$ cat src/rtl/mips_decode_if.sv
// Bundle of fetch, register-file and ID/EX signals between the decoder and its neighbours.
// The slave modport is the decoder's view; master is the surrounding pipeline.
interface mips_decode_if;
  logic        pipeline_flush_i;
  logic        instr_valid_i;
  logic [31:0] instr_i;
  logic [31:0] pc_i;
  logic        instr_ready_o;
  logic [4:0]  rs_addr_o;
  logic [4:0]  rt_addr_o;
  logic [31:0] rs_data_i;
  logic [31:0] rt_data_i;
  logic        ex_ready_i;
  logic        ex_valid_o;
  logic        r_type_o;
  logic [5:0]  opcode_o;
  logic [5:0]  funct_o;
  logic [31:0] alu_input1_o;
  logic [31:0] alu_input2_o;
  logic [31:0] store_data_o;
  logic [31:0] pc_o;
  logic [4:0]  dest_reg_o;
  logic        reg_write_o;
  logic        mem_read_o;
  logic        mem_write_o;
  logic        illegal_o;
  logic [15:0] stall_count_o;

  modport master (
    output pipeline_flush_i, instr_valid_i, instr_i, pc_i, rs_data_i, rt_data_i, ex_ready_i,
    input  instr_ready_o, rs_addr_o, rt_addr_o, ex_valid_o, r_type_o, opcode_o, funct_o,
           alu_input1_o, alu_input2_o, store_data_o, pc_o, dest_reg_o,
           reg_write_o, mem_read_o, mem_write_o, illegal_o, stall_count_o
  );

  modport slave (
    input  pipeline_flush_i, instr_valid_i, instr_i, pc_i, rs_data_i, rt_data_i, ex_ready_i,
    output instr_ready_o, rs_addr_o, rt_addr_o, ex_valid_o, r_type_o, opcode_o, funct_o,
           alu_input1_o, alu_input2_o, store_data_o, pc_o, dest_reg_o,
           reg_write_o, mem_read_o, mem_write_o, illegal_o, stall_count_o
  );
endinterface

$ cat src/rtl/mips_decode.sv
// MIPS-I instruction decode stage: operand selection, control decode, load-use stall
// detection and a single ID/EX register with valid/ready handshaking on both sides.
module mips_decode (
  input  logic         clk,
  input  logic         rst_n,
  mips_decode_if.slave bus
);
  localparam logic [5:0] OP_RTYPE = 6'h00, OP_BEQ  = 6'h04, OP_BNE  = 6'h05,
                         OP_ADDI  = 6'h08, OP_ADDIU = 6'h09, OP_ANDI = 6'h0C,
                         OP_ORI   = 6'h0D, OP_XORI = 6'h0E, OP_LW   = 6'h23,
                         OP_SW    = 6'h2B;
  localparam logic [5:0] FN_SLL  = 6'h00, FN_SRL  = 6'h02, FN_SRA  = 6'h03,
                         FN_SLLV = 6'h04, FN_SRLV = 6'h06, FN_SRAV = 6'h07,
                         FN_JR   = 6'h08, FN_ADD  = 6'h20, FN_ADDU = 6'h21,
                         FN_SUB  = 6'h22, FN_SUBU = 6'h23, FN_AND  = 6'h24,
                         FN_OR   = 6'h25, FN_XOR  = 6'h26, FN_NOR  = 6'h27,
                         FN_SLT  = 6'h2A, FN_SLTU = 6'h2B;

  function automatic logic [15:0] sat_inc(input logic [15:0] v);
    return (v == 16'hFFFF) ? v : v + 16'd1;
  endfunction

  logic [5:0]         w_op, w_fn;
  logic [4:0]         w_rs, w_rt, w_rd, w_shamt;
  logic signed [15:0] w_imm_s;
  logic signed [31:0] w_sext;
  logic [31:0]        w_zext;
  logic [31:0]        w_in1, w_in2;
  logic [4:0]         w_dest;
  logic               w_wr, w_mrd, w_mwr, w_ill, w_reads_rt;
  logic               w_advance, w_hazard;

  logic        r_ex_valid_p1, r_reg_write_p1, r_mem_read_p1, r_mem_write_p1, r_illegal_p1;
  logic        r_rtype_p1;
  logic [5:0]  r_opcode_p1, r_funct_p1;
  logic [31:0] r_in1_p1, r_in2_p1, r_store_p1, r_pc_p1;
  logic [4:0]  r_dest_p1;
  logic [15:0] r_stall_cnt;

  assign w_op    = bus.instr_i[31:26];
  assign w_rs    = bus.instr_i[25:21];
  assign w_rt    = bus.instr_i[20:16];
  assign w_rd    = bus.instr_i[15:11];
  assign w_shamt = bus.instr_i[10:6];
  assign w_fn    = bus.instr_i[5:0];
  assign w_imm_s = bus.instr_i[15:0];
  assign w_sext  = 32'(w_imm_s);
  assign w_zext  = {16'b0, bus.instr_i[15:0]};

  always_comb begin
    w_in1      = bus.rs_data_i;
    w_in2      = bus.rt_data_i;
    w_dest     = w_rt;
    w_wr       = 1'b0;
    w_mrd      = 1'b0;
    w_mwr      = 1'b0;
    w_ill      = 1'b0;
    w_reads_rt = 1'b0;
    if (w_op == OP_RTYPE) begin
      w_dest = w_rd;
      case (w_fn)
        FN_SLL, FN_SRL, FN_SRA: begin
          w_in1 = bus.rt_data_i; w_in2 = {27'b0, w_shamt}; w_wr = 1'b1; w_reads_rt = 1'b1;
        end
        FN_SLLV, FN_SRLV, FN_SRAV: begin
          w_in1 = bus.rt_data_i; w_in2 = bus.rs_data_i; w_wr = 1'b1; w_reads_rt = 1'b1;
        end
        FN_ADD, FN_ADDU, FN_SUB, FN_SUBU, FN_AND, FN_OR, FN_XOR, FN_NOR, FN_SLT, FN_SLTU: begin
          w_wr = 1'b1; w_reads_rt = 1'b1;
        end
        FN_JR:   ;
        default: w_ill = 1'b1;
      endcase
    end else begin
      case (w_op)
        OP_ADDI, OP_ADDIU:       begin w_in2 = w_sext; w_wr = 1'b1; end
        OP_LW:                   begin w_in2 = w_sext; w_wr = 1'b1; w_mrd = 1'b1; end
        OP_SW:                   begin w_in2 = w_sext; w_mwr = 1'b1; w_reads_rt = 1'b1; end
        OP_ANDI, OP_ORI, OP_XORI: begin w_in2 = w_zext; w_wr = 1'b1; end
        OP_BEQ, OP_BNE:          w_reads_rt = 1'b1;
        default:                 w_ill = 1'b1;
      endcase
    end
    if (w_dest == 5'd0) w_wr = 1'b0;
  end

  // Only a load sitting in EX can create a hazard; everything else is forwarded downstream.
  assign w_advance = bus.ex_ready_i | ~r_ex_valid_p1;
  assign w_hazard  = bus.instr_valid_i & r_ex_valid_p1 & r_mem_read_p1 & (r_dest_p1 != 5'd0) &
                     ((r_dest_p1 == w_rs) | ((r_dest_p1 == w_rt) & w_reads_rt));

  assign bus.rs_addr_o     = w_rs;
  assign bus.rt_addr_o     = w_rt;
  assign bus.instr_ready_o = rst_n & (bus.pipeline_flush_i | (w_advance & ~w_hazard));

  // ID/EX register (p0 decode -> p1 execute)
  always_ff @(posedge clk) begin
    if (!rst_n) begin
      r_ex_valid_p1  <= 1'b0;
      r_reg_write_p1 <= 1'b0;
      r_mem_read_p1  <= 1'b0;
      r_mem_write_p1 <= 1'b0;
      r_illegal_p1   <= 1'b0;
      r_rtype_p1     <= 1'b0;
      r_opcode_p1    <= '0;
      r_funct_p1     <= '0;
      r_in1_p1       <= '0;
      r_in2_p1       <= '0;
      r_store_p1     <= '0;
      r_pc_p1        <= '0;
      r_dest_p1      <= '0;
      r_stall_cnt    <= '0;
    end else begin
      if (bus.pipeline_flush_i || (w_advance && w_hazard)) begin
        r_ex_valid_p1  <= 1'b0;
        r_reg_write_p1 <= 1'b0;
        r_mem_read_p1  <= 1'b0;
        r_mem_write_p1 <= 1'b0;
        r_illegal_p1   <= 1'b0;
      end else if (w_advance) begin
        r_ex_valid_p1  <= bus.instr_valid_i;
        r_reg_write_p1 <= bus.instr_valid_i & w_wr & ~w_ill;
        r_mem_read_p1  <= bus.instr_valid_i & w_mrd & ~w_ill;
        r_mem_write_p1 <= bus.instr_valid_i & w_mwr & ~w_ill;
        r_illegal_p1   <= bus.instr_valid_i & w_ill;
        r_rtype_p1     <= (w_op == OP_RTYPE);
        r_opcode_p1    <= w_op;
        r_funct_p1     <= w_fn;
        r_in1_p1       <= w_in1;
        r_in2_p1       <= w_in2;
        r_store_p1     <= bus.rt_data_i;
        r_pc_p1        <= bus.pc_i;
        r_dest_p1      <= w_dest;
      end
      if (w_hazard) r_stall_cnt <= sat_inc(r_stall_cnt);
    end
  end

  assign bus.ex_valid_o    = r_ex_valid_p1;
  assign bus.reg_write_o   = r_reg_write_p1;
  assign bus.mem_read_o    = r_mem_read_p1;
  assign bus.mem_write_o   = r_mem_write_p1;
  assign bus.illegal_o     = r_illegal_p1;
  assign bus.r_type_o      = r_rtype_p1;
  assign bus.opcode_o      = r_opcode_p1;
  assign bus.funct_o       = r_funct_p1;
  assign bus.alu_input1_o  = r_in1_p1;
  assign bus.alu_input2_o  = r_in2_p1;
  assign bus.store_data_o  = r_store_p1;
  assign bus.pc_o          = r_pc_p1;
  assign bus.dest_reg_o    = r_dest_p1;
  assign bus.stall_count_o = r_stall_cnt;
endmodule

$ cat src/flat_wrapper.sv
// flat-port wrapper written by rule: the top's interface ports become plain ports
module mips_decode_flat 
  (clk, rst_n, bus_pipeline_flush_i, bus_instr_valid_i, bus_instr_i, bus_pc_i, bus_rs_data_i, bus_rt_data_i, bus_ex_ready_i, bus_instr_ready_o, bus_rs_addr_o, bus_rt_addr_o, bus_ex_valid_o, bus_r_type_o, bus_opcode_o, bus_funct_o, bus_alu_input1_o, bus_alu_input2_o, bus_store_data_o, bus_pc_o, bus_dest_reg_o, bus_reg_write_o, bus_mem_read_o, bus_mem_write_o, bus_illegal_o, bus_stall_count_o);
  mips_decode_if bus_i ();
  input  logic clk;
  input  logic rst_n;
  input wire logic [$bits(bus_i.pipeline_flush_i)-1:0] bus_pipeline_flush_i;
  input wire logic [$bits(bus_i.instr_valid_i)-1:0] bus_instr_valid_i;
  input wire logic [$bits(bus_i.instr_i)-1:0] bus_instr_i;
  input wire logic [$bits(bus_i.pc_i)-1:0] bus_pc_i;
  input wire logic [$bits(bus_i.rs_data_i)-1:0] bus_rs_data_i;
  input wire logic [$bits(bus_i.rt_data_i)-1:0] bus_rt_data_i;
  input wire logic [$bits(bus_i.ex_ready_i)-1:0] bus_ex_ready_i;
  output wire logic [$bits(bus_i.instr_ready_o)-1:0] bus_instr_ready_o;
  output wire logic [$bits(bus_i.rs_addr_o)-1:0] bus_rs_addr_o;
  output wire logic [$bits(bus_i.rt_addr_o)-1:0] bus_rt_addr_o;
  output wire logic [$bits(bus_i.ex_valid_o)-1:0] bus_ex_valid_o;
  output wire logic [$bits(bus_i.r_type_o)-1:0] bus_r_type_o;
  output wire logic [$bits(bus_i.opcode_o)-1:0] bus_opcode_o;
  output wire logic [$bits(bus_i.funct_o)-1:0] bus_funct_o;
  output wire logic [$bits(bus_i.alu_input1_o)-1:0] bus_alu_input1_o;
  output wire logic [$bits(bus_i.alu_input2_o)-1:0] bus_alu_input2_o;
  output wire logic [$bits(bus_i.store_data_o)-1:0] bus_store_data_o;
  output wire logic [$bits(bus_i.pc_o)-1:0] bus_pc_o;
  output wire logic [$bits(bus_i.dest_reg_o)-1:0] bus_dest_reg_o;
  output wire logic [$bits(bus_i.reg_write_o)-1:0] bus_reg_write_o;
  output wire logic [$bits(bus_i.mem_read_o)-1:0] bus_mem_read_o;
  output wire logic [$bits(bus_i.mem_write_o)-1:0] bus_mem_write_o;
  output wire logic [$bits(bus_i.illegal_o)-1:0] bus_illegal_o;
  output wire logic [$bits(bus_i.stall_count_o)-1:0] bus_stall_count_o;
  assign bus_i.pipeline_flush_i = bus_pipeline_flush_i;
  assign bus_i.instr_valid_i = bus_instr_valid_i;
  assign bus_i.instr_i = bus_instr_i;
  assign bus_i.pc_i = bus_pc_i;
  assign bus_i.rs_data_i = bus_rs_data_i;
  assign bus_i.rt_data_i = bus_rt_data_i;
  assign bus_i.ex_ready_i = bus_ex_ready_i;
  assign bus_instr_ready_o = bus_i.instr_ready_o;
  assign bus_rs_addr_o = bus_i.rs_addr_o;
  assign bus_rt_addr_o = bus_i.rt_addr_o;
  assign bus_ex_valid_o = bus_i.ex_valid_o;
  assign bus_r_type_o = bus_i.r_type_o;
  assign bus_opcode_o = bus_i.opcode_o;
  assign bus_funct_o = bus_i.funct_o;
  assign bus_alu_input1_o = bus_i.alu_input1_o;
  assign bus_alu_input2_o = bus_i.alu_input2_o;
  assign bus_store_data_o = bus_i.store_data_o;
  assign bus_pc_o = bus_i.pc_o;
  assign bus_dest_reg_o = bus_i.dest_reg_o;
  assign bus_reg_write_o = bus_i.reg_write_o;
  assign bus_mem_read_o = bus_i.mem_read_o;
  assign bus_mem_write_o = bus_i.mem_write_o;
  assign bus_illegal_o = bus_i.illegal_o;
  assign bus_stall_count_o = bus_i.stall_count_o;
  mips_decode u_core (.clk(clk), .rst_n(rst_n), .bus(bus_i));
endmodule
$ cat config.mk
export PLATFORM = sky130hd
export DESIGN_NAME = mips_decode_flat
export DESIGN_NICKNAME = d
export VERILOG_FILES = /design/src/rtl/mips_decode_if.sv /design/src/rtl/mips_decode.sv /design/src/flat_wrapper.sv
export SDC_FILE = /design/constraint.sdc
export NUM_CORES = 1
export LEC_CHECK = 0
export CAP_MARGIN = 15
export CORE_MARGIN = 5
export CORE_UTILIZATION = 47
export DETAILED_ROUTE_END_ITERATION = 6
export PLACE_DENSITY = 0.91
export SLEW_MARGIN = 40
export SYNTH_ARGS = -nofsm -noshare
export SYNTH_HDL_FRONTEND = slang
export SYNTH_SLANG_ARGS = --single-unit
$ cat constraint.sdc
create_clock -name clk -period 3.9 [get_ports clk]
set_input_delay 0.39 -clock clk [delete_from_list [all_inputs] [get_ports clk]]
set_output_delay 0.39 -clock clk [all_outputs]
set_load 0.02 [all_outputs]
==> impl_results.md, run 1 <==
- Status: finished clean
- Flip-flop and latch count after synthesis: 167
- Share of the synthesized area in the top cell type: between 40% and 50%
- Hold WC Path Type: reg -> reg
- Largest net degree at the start of global routing: about 80
- Global route overflow: 0
- R2r worst-path depth: 7
- Wire per inst: about 19 µm
- CP peak stage delay: ~0.64 ns
- Worst setup EP type: primary output
- Register Area: about 3300 µm²
- Post-route insts no fill: around 1400
- Starting DRT DRC Count: slightly above 700
- Router iterations before antenna repair: 5
- Slew headroom: between 50 and 60%
- Startpoint types: flip-flop
- Cell Area, Synth: about 7600 µm²
- Initial antenna violation count: 0
- Vias in the first global route: slightly below 8000
- Most frequent cell after synthesis: nand2_1
- Via density: roughly 5.6
- Slew at the pin closest to its max-slew limit: roughly 0.74 ns
- Fin Clk Skew: roughly 0.013 ns
- Clock transition at path regs: ~0.070 ns
- Area taken by multi-input logic gates: 3720 µm²
- Fraction of registers with async set or reset after synthesis: 0%
- Avg Cell Area, Syn: around 7.9 µm²
- Max Clk Rate: 0.286 GHz
- Max_cap viols: 0
- Delay-heaviest family, CP: simple AND/OR/NAND/NOR gates
- DRC viols: 0
- Yosys top cell by area: dfxtp_1
- Post-CTS Setup Bufs: 0
- Fin. Hold Viols: 0
- Rows: 46
- CTS Buffer Depth: 2
- Hold-fix buffers at CTS: 0
- Synth area leaders: dfxtp_1, a21oi_1, nand2_1, nor2_1, a211oi_1
- Clock sink count: around 170
- Antenna cell count: 0
- Final Cycle Share: around nine tenths
- Critical path depth: 7
- Initial Util: between 40 and 50%
- Pleak: 4.38 nW
- Global-route wire length before repair: 41400 µm
- Setup violators final: 0
- Placed Instance Area: between 10000 and 15000 µm²
- DP HPWL: 19200 µm
- Worst EP arrival: 3.10 ns
- Final instance area: about 11000 µm²
- RSZ-0062 raised after global routing: no
- Clock root cell: clkbuf_16
- Post-Synthesis Cells: just under 1000
- Max-slew violations: 0
- TNS Setup: 0 ns
- Ys flop type: dfxtp_1
- Port bufs: 310
- Reg2Reg Setup Slack: ~0.7 ns
- Routability congestion estimate from global placement: between 0.8 and 0.9
- Seq/Total Area, Yosys: between 40% and 50%
- Gr usage total: 27.7%
- FF-to-FF End: u_core.bus.alu_input1_o[9]$_SDFFE_PN0P_
- Layout Nets: between 1000 and 1500
- Maximum fanout along the worst path: 5
- CTS tree: done
- TritonCTS Buffers: 17
- Dpl cells: 1410
- CP Capture Point: bus_instr_ready_o
- Die height: ~140 µm
- Final ANT Viol Nets: 0
- I/O pins: approximately 310
- Cell Chain, Critical Path: or4_1, o2111ai_1, nand4b_1, o21a_1, a21oi_1, nor2_1, clkdlybuf4s50_1
- Clk_lat worst skew: about 0.43 ns
- Horiz. Die Dim: between 100 and 150 µm
- CP startpoint: u_core.bus.dest_reg_o[0]$_SDFFE_PN0P_
- Htree depth: 4
- Worst vdd ir: 0.423 mV
- CP Class: reg -> out
- Data required, critical path: 3.51 ns
- Critical path buffers and inverters: 1
- Syn_nets: 1095
- Drt total wl: 26900 µm
- Synth top cells by count: nand2_1, dfxtp_1, a21oi_1, nor2_1, buf_2
- Fillers: 1244
- Crit path max-delay cell type: clkdlybuf4s50_1
- Post-synth EDFFs: 0
- Syn-to-layout area delta: 48.2%
- # resized after CTS: 0
- Hold_ws: approximately 0.45 ns
- Die ar.: between 15000 and 20000 µm²
- R2r startpoint: u_core.bus.dest_reg_o[0]$_SDFFE_PN0P_
- Power Density: between 300 and 400 nW/µm²
- Fraction of layout cells with a size suffix above 1: slightly above 6%
- Core ar.: 15900 µm²
- Yosys warning count: 0
- Vias: 8100
- Synth cell types: 58
- Minimum clock period: ~3.5 ns
state kept, by name, indices dropped and copies added, names as in the netlist:
register                  cells
u_core.bus.alu_input1_o      32
u_core.bus.alu_input2_o      32
u_core.bus.pc_o              32
u_core.bus.store_data_o      32
u_core.bus.stall_count_o     16
u_core.bus.funct_o            6
u_core.bus.opcode_o           6
u_core.bus.dest_reg_o         5
u_core.bus.ex_valid_o         1
u_core.bus.illegal_o          1
u_core.bus.mem_read_o         1
u_core.bus.mem_write_o        1
u_core.bus.r_type_o           1
u_core.bus.reg_write_o        1
area by class of cell:
cell class	count	area share, %
clock buffer	17	3.79
clock inverter	15	1.29
inverter	29	0.991
multi-input combinational	675	33.1
sequential	167	29.8
tap	216	2.41
timing repair buffer	323	28.7
tightest hold or removal path: cells and delay by family (launching register included):
family,cells,cell delay [ns]
flip-flops,1,0.31
AND/OR/NAND/NOR,1,0.05
AO/OA/AOI/OAI,1,0.05
worst min-delay path by stage:
stage	startpoint	endpoint	depth (start not counted)
global placement	u_core.bus.illegal_o$_SDFFE_PP0N_	u_core.bus.illegal_o$_SDFFE_PP0N_	2
floorplan	bus_instr_valid_i	u_core.bus.ex_valid_o$_SDFFE_PP0N_	2
finish	u_core.bus.store_data_o[31]$_SDFFE_PN0P_	u_core.bus.store_data_o[31]$_SDFFE_PN0P_	2
detailed placement	u_core.bus.store_data_o[16]$_SDFFE_PN0P_	u_core.bus.store_data_o[16]$_SDFFE_PN0P_	2
CTS	u_core.bus.pc_o[14]$_SDFFE_PN0P_	u_core.bus.pc_o[14]$_SDFFE_PN0P_	2
global route	u_core.bus.funct_o[2]$_SDFFE_PN0P_	u_core.bus.funct_o[2]$_SDFFE_PN0P_	2
power by group:
group,internal (W),total (W),switching (W)
clock,0.000893,0.00165,0.000754
combinational,0.000398,0.000838,0.000439
sequential,0.00180,0.00186,0.0000573
total,0.00310,0.00435,0.00125
cells in the final DEF (no fill, tap or decap), types with 3 or more instances in the layout:
master             n
o21ai_0            5
nand4_1            5
o31ai_1           21
a41o_1             4
xnor2_1            7
a31o_2            15
xor2_1             3
nor3_1             4
clkbuf_16         17
and2_1             3
o2111ai_1          6
a22oi_1            4
o211ai_1           3
or4_1              6
o22ai_1            3
or3_1             12
dfxtp_1          167
o311ai_0           3
o221ai_1           4
clkinv_4           6
inv_6              3
a311oi_1           5
buf_4             10
and3_1            22
nand2_1          171
nand2b_1          10
inv_1             28
nand3_1           26
nor2_1            92
clkdlybuf4s50_1  309
o21a_1             3
mux2_2             4
a211oi_1          33
a21oi_1          153
mux2i_1           18
per-stage QoR:
| step | util, % | power, W | setup WS (ns) |
|---|---|---|---|
| floorplan | - | 0.00229 | 1.31 |
| global placement | 67.1 | 0.00271 | 0.609 |
| detailed placement | 67.1 | 0.00273 | 0.467 |
| CTS | 70.7 | 0.00436 | 0.397 |
| global route | 70.7 | 0.00451 | 0.232 |
| finish | 70.7 | 0.00435 | 0.406 |
metal layers:
metal  global-route usage [%]  wire (µm)  part of all wire, %
met2                     47.6      13600                   51
met1                     32.6      10600                   39
met3                     8.16       2020                  7.5
met4                     10.0        705                  2.6
met5                        0          0                    0
cells by family after synthesis:
logic type / count (synthesis) / synth area share [%]
compound gates: 276 / 22.9
xor+xnor: 10 / 1.15
fa+ha+maj: 1 / 0.165
buf+inv: 119 / 7.14
flops: 167 / 44.1
mux: 22 / 2.97
simple gates: 366 / 21.6
No activity file was read; power rests on OpenSTA's default activity.
==> inputs of run 2 (changes only) <==
--- a/config.mk
+++ b/config.mk
@@ -6,10 +6,12 @@
 export NUM_CORES = 1
 export LEC_CHECK = 0
 export CAP_MARGIN = 15
+export CELL_PAD_IN_SITES_DETAIL_PLACEMENT = 0
+export CELL_PAD_IN_SITES_GLOBAL_PLACEMENT = 1
 export CORE_MARGIN = 5
-export CORE_UTILIZATION = 47
+export CORE_UTILIZATION = 33
 export DETAILED_ROUTE_END_ITERATION = 6
-export PLACE_DENSITY = 0.91
+export PLACE_DENSITY = 0.9
 export SLEW_MARGIN = 40
 export SYNTH_ARGS = -nofsm -noshare
 export SYNTH_HDL_FRONTEND = slang
==> impl_results.md, run 2 (synthesis gave the netlist of run 1 again) <==
- Global route overflow: 0 (unchanged)
- Crit path max-delay cell type: clkdlybuf4s50_1 (unchanged)
- Initial antenna violation count: 1 (was 0)
- Internal Power: 0.00316 W (was 0.00310 W)
- Pre-CTS setup slack: 0.417 ns (was 0.467 ns)
- GRT busiest layer: met2 (unchanged)
- FF-to-FF End: u_core.bus.alu_input1_o[4]$_SDFFE_PN0P_ (was u_core.bus.alu_input1_o[9]$_SDFFE_PN0P_)
- Maximum fanout along the worst path: 5 (unchanged)
- Largest net degree at the start of global routing: 82 (unchanged)
- DP HPWL: 20000 µm (was 19200 µm)
- Critical path buffers and inverters: 1 (unchanged)
- Clock root cell: clkbuf_16 (unchanged)
- Worst EP arrival: 3.11 ns (was 3.10 ns)
- Met3 Usage GRT: 5.03% (was 8.16%)
- Drt total wl: 27500 µm (was 26900 µm)
- Worst Hold Launch: rst_n (was u_core.bus.store_data_o[31]$_SDFFE_PN0P_)
- Layout Nets: 1357 (was 1347)
- Fraction of layout cells with a size suffix above 1: 6.64% (was 6.04%)
- Fin Clk Skew: 0.0139 ns (was 0.0129 ns)
- Fin. Hold Viols: 0 (unchanged)
- Port bufs: 310 (unchanged)
- Setup violators final: 0 (unchanged)
- CP peak stage delay: 0.65 ns (was 0.64 ns)
- Final cell utilization of the core: 50.5% (was 70.7%)
- Minimum clock period: 3.50 ns (was 3.49 ns)
- Status: finished clean (unchanged)
- Clock transition at path regs: 0.07 ns (about the same)
- Commonest non-fill, non-tap cell in the layout: clkdlybuf4s50_1 (unchanged)
- Worst setup EP type: primary output (unchanged)
- Reg2Reg Setup Slack: 0.55 ns (was 0.70 ns)
- CTS Buffer Depth: 2 (unchanged)
- R2r worst-path depth: 7 (unchanged)
- Data required, critical path: 3.51 ns (about the same)
- Horiz. Die Dim: 162 µm (was 137 µm)
- Max-slew violations: 0 (unchanged)
- Via density: 5.16 (was 5.62)
- Worst vdd ir: 0.293 mV (was 0.423 mV)
- Gate power share: 19.3% (about the same)
- R2r startpoint: u_core.bus.dest_reg_o[0]$_SDFFE_PN0P_ (unchanged)
- Clock sink count: 167 (unchanged)
- Clk pwr share: 38.6% (was 37.9%)
- CTS tree: done (unchanged)
- Final WS setup: 0.405 ns (was 0.406 ns)
- Global-route wire length before repair: 42700 µm (was 41400 µm)
- DRC viols: 0 (unchanged)
- Clk_lat worst skew: 0.43 ns (about the same)
- Final Cycle Share: 89.6% (about the same)
- Core ar.: 22600 µm² (was 15900 µm²)
- Slew headroom: 47.9% (was 50.7%)
- Met1 Usage GRT: 25.6% (was 32.6%)
- Switching power: 0.00125 W (about the same)
- Register Area: 3340 µm² (unchanged)
- Seq pwr share: 42.1% (was 42.8%)
- Post-CTS Setup Bufs: 0 (unchanged)
- TritonCTS Buffers: 17 (unchanged)
- GR Util met2: 33.8% (was 47.6%)
- Delay-heaviest family, CP: simple AND/OR/NAND/NOR gates (unchanged)
- Starting DRT DRC Count: 396 (was 722)
- Max_cap viols: 0 (unchanged)
- Die height: 162 µm (was 137 µm)
- Fillers: 2151 (was 1244)
- Most frequent cells in the layout: clkdlybuf4s50_1, nand2_1, dfxtp_1 (unchanged)
- Vias in the first global route: 7695 (was 7829)
- Wire per inst: 18.1 µm (was 18.7 µm)
- RSZ-0062 raised after global routing: no (unchanged)
- Switch share: 28.3% (was 28.8%)
- Slew at the pin closest to its max-slew limit: 0.782 ns (was 0.740 ns)
- Max Clk Rate: 0.286 GHz (about the same)
- Routability congestion estimate from global placement: 0.839 (was 0.834)
- Rows: 55 (was 46)
- Initial Util: 33.5% (was 47.7%)
- # resized after CTS: 0 (unchanged)
- TNS Setup: 0 ns (unchanged)
- Pleak: 4.42 nW (was 4.38 nW)
- Htree depth: 4 (unchanged)
- Router iterations before antenna repair: 4 (was 5)
- Syn-to-layout area delta: 50.8% (was 48.2%)
- Gr usage total: 20.3% (was 27.7%)
- Final ANT Viol Nets: 0 (unchanged)
- Vias: 7853 (was 8100)
- Power Density: 386 nW/µm² (was 387 nW/µm²)
- Cell Chain, Critical Path: or4_1, o2111ai_1, nand4b_1, o21a_1, a21oi_1, nor2_1, clkdlybuf4s50_1 (unchanged)
- Startpoint types: flip-flop (unchanged)
- I/O pins: 311 (unchanged)
- Worst Hold Depth: 3 (was 2)
- Area taken by multi-input logic gates: 3730 µm² (was 3720 µm²)
- Worst hold endpoint: u_core.bus.store_data_o[18]$_SDFFE_PN0P_ (was u_core.bus.store_data_o[31]$_SDFFE_PN0P_)
- Die ar.: 26100 µm² (was 18800 µm²)
- CP Class: reg -> out (unchanged)
- Hold-fix buffers at CTS: 0 (unchanged)
- Hold WC Path Type: in -> reg (was reg -> reg)
run 2: changes by cell type in the layout (fill, tap and decap cells not counted), sizes merged:
cell,delta
diode,+1
bufinv,+1
buf,+10
clkbuf,+2
clkinv,-7
clkinvlp,+3
run 2: metrics by stage:
| step | cell area, µm² | cells | total power, W | hold WS, ns |
|---|---|---|---|---|
| finish | 11400 | 1521 | 0.00441 | 0.422 |
| global route | 11400 | 1521 | 0.00460 | 0.446 |
| CTS | 11400 | 1520 | 0.00446 | 0.413 |
| global placement | 10900 | 1489 | 0.00274 | 0.441 |
| floorplan | 7580 | 961 | 0.00229 | 0.511 |
| detailed placement | 10900 | 1489 | 0.00275 | 0.447 |
run 2: worst max-delay path by stage:
| stage | start | to | depth (start not counted) |
|---|---|---|---|
| after global routing | u_core.bus.dest_reg_o[0]$_SDFFE_PN0P_ | u_core.bus.alu_input1_o[5]$_SDFFE_PN0P_ | 7 |
| after floorplan | u_core.bus.dest_reg_o[0]$_SDFFE_PN0P_ | bus_instr_ready_o | 8 |
| final | u_core.bus.dest_reg_o[0]$_SDFFE_PN0P_ | bus_instr_ready_o | 7 |
| after global placement | bus_instr_i[0] | u_core.bus.alu_input1_o[5]$_SDFFE_PN0P_ | 8 |
| after CTS | u_core.bus.dest_reg_o[0]$_SDFFE_PN0P_ | bus_instr_ready_o | 7 |
| after detailed placement | bus_instr_i[0] | u_core.bus.alu_input1_o[5]$_SDFFE_PN0P_ | 8 |
run 2: power by group through the flow:
stage               Clock (W)  Sequential, W  Combinational (W)
floorplan                   0        0.00201           0.000280
global placement            0        0.00189           0.000848
detailed placement          0        0.00190           0.000854
CTS                   0.00174        0.00186           0.000858
global route          0.00182        0.00187           0.000910
finish                0.00170        0.00186           0.000850
run 2: area by class of cell:
type | count | area share, %
antenna | 1 | 0.0219
clock buffer | 19 | 3.79
clock inverter | 12 | 1.26
inverter | 29 | 0.974
multi-input combinational | 675 | 32.6
sequential | 167 | 29.2
tap | 285 | 3.12
timing repair buffer | 333 | 29.0
run 2: worst min-delay path, delay by kind of cell:
| kind | cells | cell delay [ns] |
|---|---|---|
| buffers and inverters | 2 | 0.27 |
| AO/OA/AOI/OAI | 1 | 0.15 |
run 2: layer usage:
| layer | vias to the layer above | wire, µm |
|---|---|---|
| li1 | 3885 | - |
| met3 | 37 | 1720 |
| met2 | 227 | 13300 |
| met1 | 3704 | 11800 |
| met4 | 0 | 675 |
| met5 | - | 0 |
==> inputs of run 3 (changes only) <==
--- a/config.mk
+++ b/config.mk
@@ -9,9 +9,10 @@
 export CELL_PAD_IN_SITES_DETAIL_PLACEMENT = 0
 export CELL_PAD_IN_SITES_GLOBAL_PLACEMENT = 1
 export CORE_MARGIN = 5
-export CORE_UTILIZATION = 33
+export CORE_UTILIZATION = 48
 export DETAILED_ROUTE_END_ITERATION = 6
-export PLACE_DENSITY = 0.9
+export DONT_BUFFER_PORTS = 1
+export PLACE_DENSITY = 0.88
 export SLEW_MARGIN = 40
 export SYNTH_ARGS = -nofsm -noshare
 export SYNTH_HDL_FRONTEND = slang
==> constraint.sdc (replaced) <==
create_clock -name clk -period 3.9 [get_ports clk]
set_input_delay 0.975 -clock clk [delete_from_list [all_inputs] [get_ports clk]]
set_output_delay 0.975 -clock clk [all_outputs]
set_load 0.02 [all_outputs]
==> impl_results.md, run 3 (synthesis gave the netlist of run 1 again) <==
- CTS Buffer Depth: 2 (unchanged)
- Worst vdd ir: 0.291 mV (was 0.293 mV)
- DR WL met2: 11000 µm (was 13300 µm)
- Fin Clk Skew: 0.0105 ns (was 0.0139 ns)
- Port bufs: 0 (was 310)
- Pleak: 3.26 nW (was 4.42 nW)
- Slew at the pin closest to its max-slew limit: 0.679 ns (was 0.782 ns)
- Syn-to-layout area delta: 8.40% (was 50.8%)
- Clk pwr share: 42.2% (was 38.6%)
- Vias: 6612 (was 7853)
- Fin. Hold Viols: 0 (unchanged)
- Post-CTS Setup Bufs: 0 (unchanged)
- Max Clk Rate: 0.276 GHz (was 0.286 GHz)
- Data required, critical path: 2.92 ns (was 3.51 ns)
- Gate power share: 7.8% (was 19.3%)
- Startpoint types: flip-flop (unchanged)
- CP Class: reg -> out (unchanged)
- Maximum fanout along the worst path: 5 (unchanged)
- Slew headroom: 54.4% (was 47.9%)
- Hold_ws: 0.556 ns (was 0.422 ns)
- Clk_lat worst skew: 0.43 ns (about the same)
- Failing checks: design-rule violations
- Worst EP arrival: 2.65 ns (was 3.11 ns)
- Crit path max-delay cell type: or4_1 (was clkdlybuf4s50_1)
- Horiz. Die Dim: 136 µm (was 162 µm)
- Global-route wire length before repair: 34500 µm (was 42700 µm)
- TritonCTS Buffers: 17 (unchanged)
- Starting DRT DRC Count: 390 (was 396)
- Drt total wl: 22800 µm (was 27500 µm)
- Status: finished, violations left (was finished clean)
- I/O pins: 311 (unchanged)
- Vias in the first global route: 6108 (was 7695)
- Metal3 WL: 2570 µm (was 1720 µm)
- Die ar.: 18400 µm² (was 26100 µm²)
- Hold WC Path Type: reg -> reg (was in -> reg)
- Rows: 46 (was 55)
- Final cell utilization of the core: 52.3% (was 50.5%)
- CP peak stage delay: 0.57 ns (was 0.65 ns)
- Commonest non-fill, non-tap cell in the layout: nand2_1 (was clkdlybuf4s50_1)
- Initial Util: 48.3% (was 33.5%)
- Setup violators final: 0 (unchanged)
- Max_cap viols: 0 (unchanged)
- Max-slew violations: 0 (unchanged)
- DP HPWL: 15900 µm (was 20000 µm)
- Hold-fix buffers at CTS: 0 (unchanged)
- Fraction of layout cells with a size suffix above 1: 8.18% (was 6.64%)
- RSZ-0062 raised after global routing: no (unchanged)
- Most frequent cells in the layout: nand2_1, dfxtp_1, a21oi_1 (was clkdlybuf4s50_1, nand2_1, dfxtp_1)
- Antenna cell count: 0 (was 1)
- Global route overflow: 0 (unchanged)
- Placed Instance Area: 7620 µm² (was 10900 µm²)
- WL met1: 8710 µm (was 11800 µm)
- Htree depth: 4 (unchanged)
- Worst setup EP type: primary output (unchanged)
- Switch share: 27.0% (was 28.3%)
- Routability congestion estimate from global placement: 0.832 (was 0.839)
- TNS Setup: 0 ns (unchanged)
- Die height: 136 µm (was 162 µm)
- Core ar.: 15700 µm² (was 22600 µm²)
- Clock root cell: clkbuf_16 (unchanged)
- Cell Chain, Critical Path: or4_1, o2111ai_1, nand4b_1, o21a_1, a21oi_1, nor2_1, buf_4 (was or4_1, o2111ai_1, nand4b_1, o21a_1, a21oi_1, nor2_1, clkdlybuf4s50_1)
- Gr usage total: 23.6% (was 20.3%)
- Layout Nets: 1040 (was 1357)
- Clock sink count: 167 (unchanged)
- Clock transition at path regs: 0.07 ns (about the same)
- Final Cycle Share: 92.9% (was 89.6%)
- Wire per inst: 20.2 µm (was 18.1 µm)
- Initial antenna violation count: 0 (was 1)
- Final ANT Viol Nets: 0 (unchanged)
- Internal Power: 0.00292 W (was 0.00316 W)
- Router iterations before antenna repair: 7 (was 4)
- Top Metal Used: met4 (unchanged)
- Final instance area: 8220 µm² (was 11400 µm²)
- # resized after CTS: 0 (unchanged)
- Seq pwr share: 50.0% (was 42.1%)
- CTS tree: done (unchanged)
- Minimum clock period: 3.62 ns (was 3.50 ns)
- Via density: 5.84 (was 5.16)
- DRC viols: 1 (was 0)
- Largest net degree at the start of global routing: 138 (was 82)
- Power Density: 487 nW/µm² (was 386 nW/µm²)
- Switching power: 0.00108 W (was 0.00125 W)
==> run 3: cell count changes in the layout (fill, tap and decap cells not counted), sizes merged <==
cell,change
clkdlybuf4s50,-309
inv,-1
buf,-8
diode,-1
clkinv,+2
clkinvlp,-3
clkbuf,+1
==> run 3: path summary, 6_finish.rpt <==
path / depth (start not counted) / to / slack, ns / start
min reg2reg: 2 / u_core.bus.store_data_o[4]$_SDFFE_PN0P_ / 0.56 / u_core.bus.store_data_o[4]$_SDFFE_PN0P_
max: 7 / bus_instr_ready_o / 0.28 / u_core.bus.dest_reg_o[0]$_SDFFE_PN0P_
min: 2 / u_core.bus.store_data_o[4]$_SDFFE_PN0P_ / 0.56 / u_core.bus.store_data_o[4]$_SDFFE_PN0P_
max reg2reg: 7 / u_core.bus.dest_reg_o[4]$_SDFFE_PN0P_ / 0.94 / u_core.bus.dest_reg_o[0]$_SDFFE_PN0P_
==> run 3: per-layer routing <==
layer,GRT usage [%],vias up
met4,8.85,0
met5,0,-
met2,37.7,266
met1,28.3,3055
met3,10.2,45
li1,-,3246
==> run 3: power groups by stage <==
stage	Clock (W)	Combinational, W	Sequential (W)
finish	0.00169	0.000314	0.00200
global route	0.00179	0.000355	0.00201
CTS	0.00172	0.000316	0.00200
detailed placement	0	0.000315	0.00204
global placement	0	0.000310	0.00204
floorplan	0	0.000280	0.00201
==> run 3: critical path, delay by kind of cell (launching register included) <==
kind	cells	cell delay (ns)
and+or+nand+nor	3	0.97
DFF	1	0.45
buffers and inverters	1	0.16
AOI/OAI and AO/OA	3	0.64
==> run 3: final cells by class <==
class / instances / area (µm²)
clock buffers: 20 / 467
fillers: 1547 / 7490
multi-input cells: 675 / 3720
inverters: 29 / 111
clock inverters: 10 / 120
repair buffers: 16 / 186
well taps: 216 / 270
flip-flops and latches: 167 / 3340
==> run 3: per-stage QoR <==
step | instances | worst slack [ns] | power, W
finish | 1133 | 0.279 | 0.00400
global route | 1133 | 0.110 | 0.00416
floorplan | 961 | 0.177 | 0.00229
detailed placement | 1103 | 0.532 | 0.00236
CTS | 1133 | 0.290 | 0.00404
global placement | 1103 | 0.557 | 0.00235
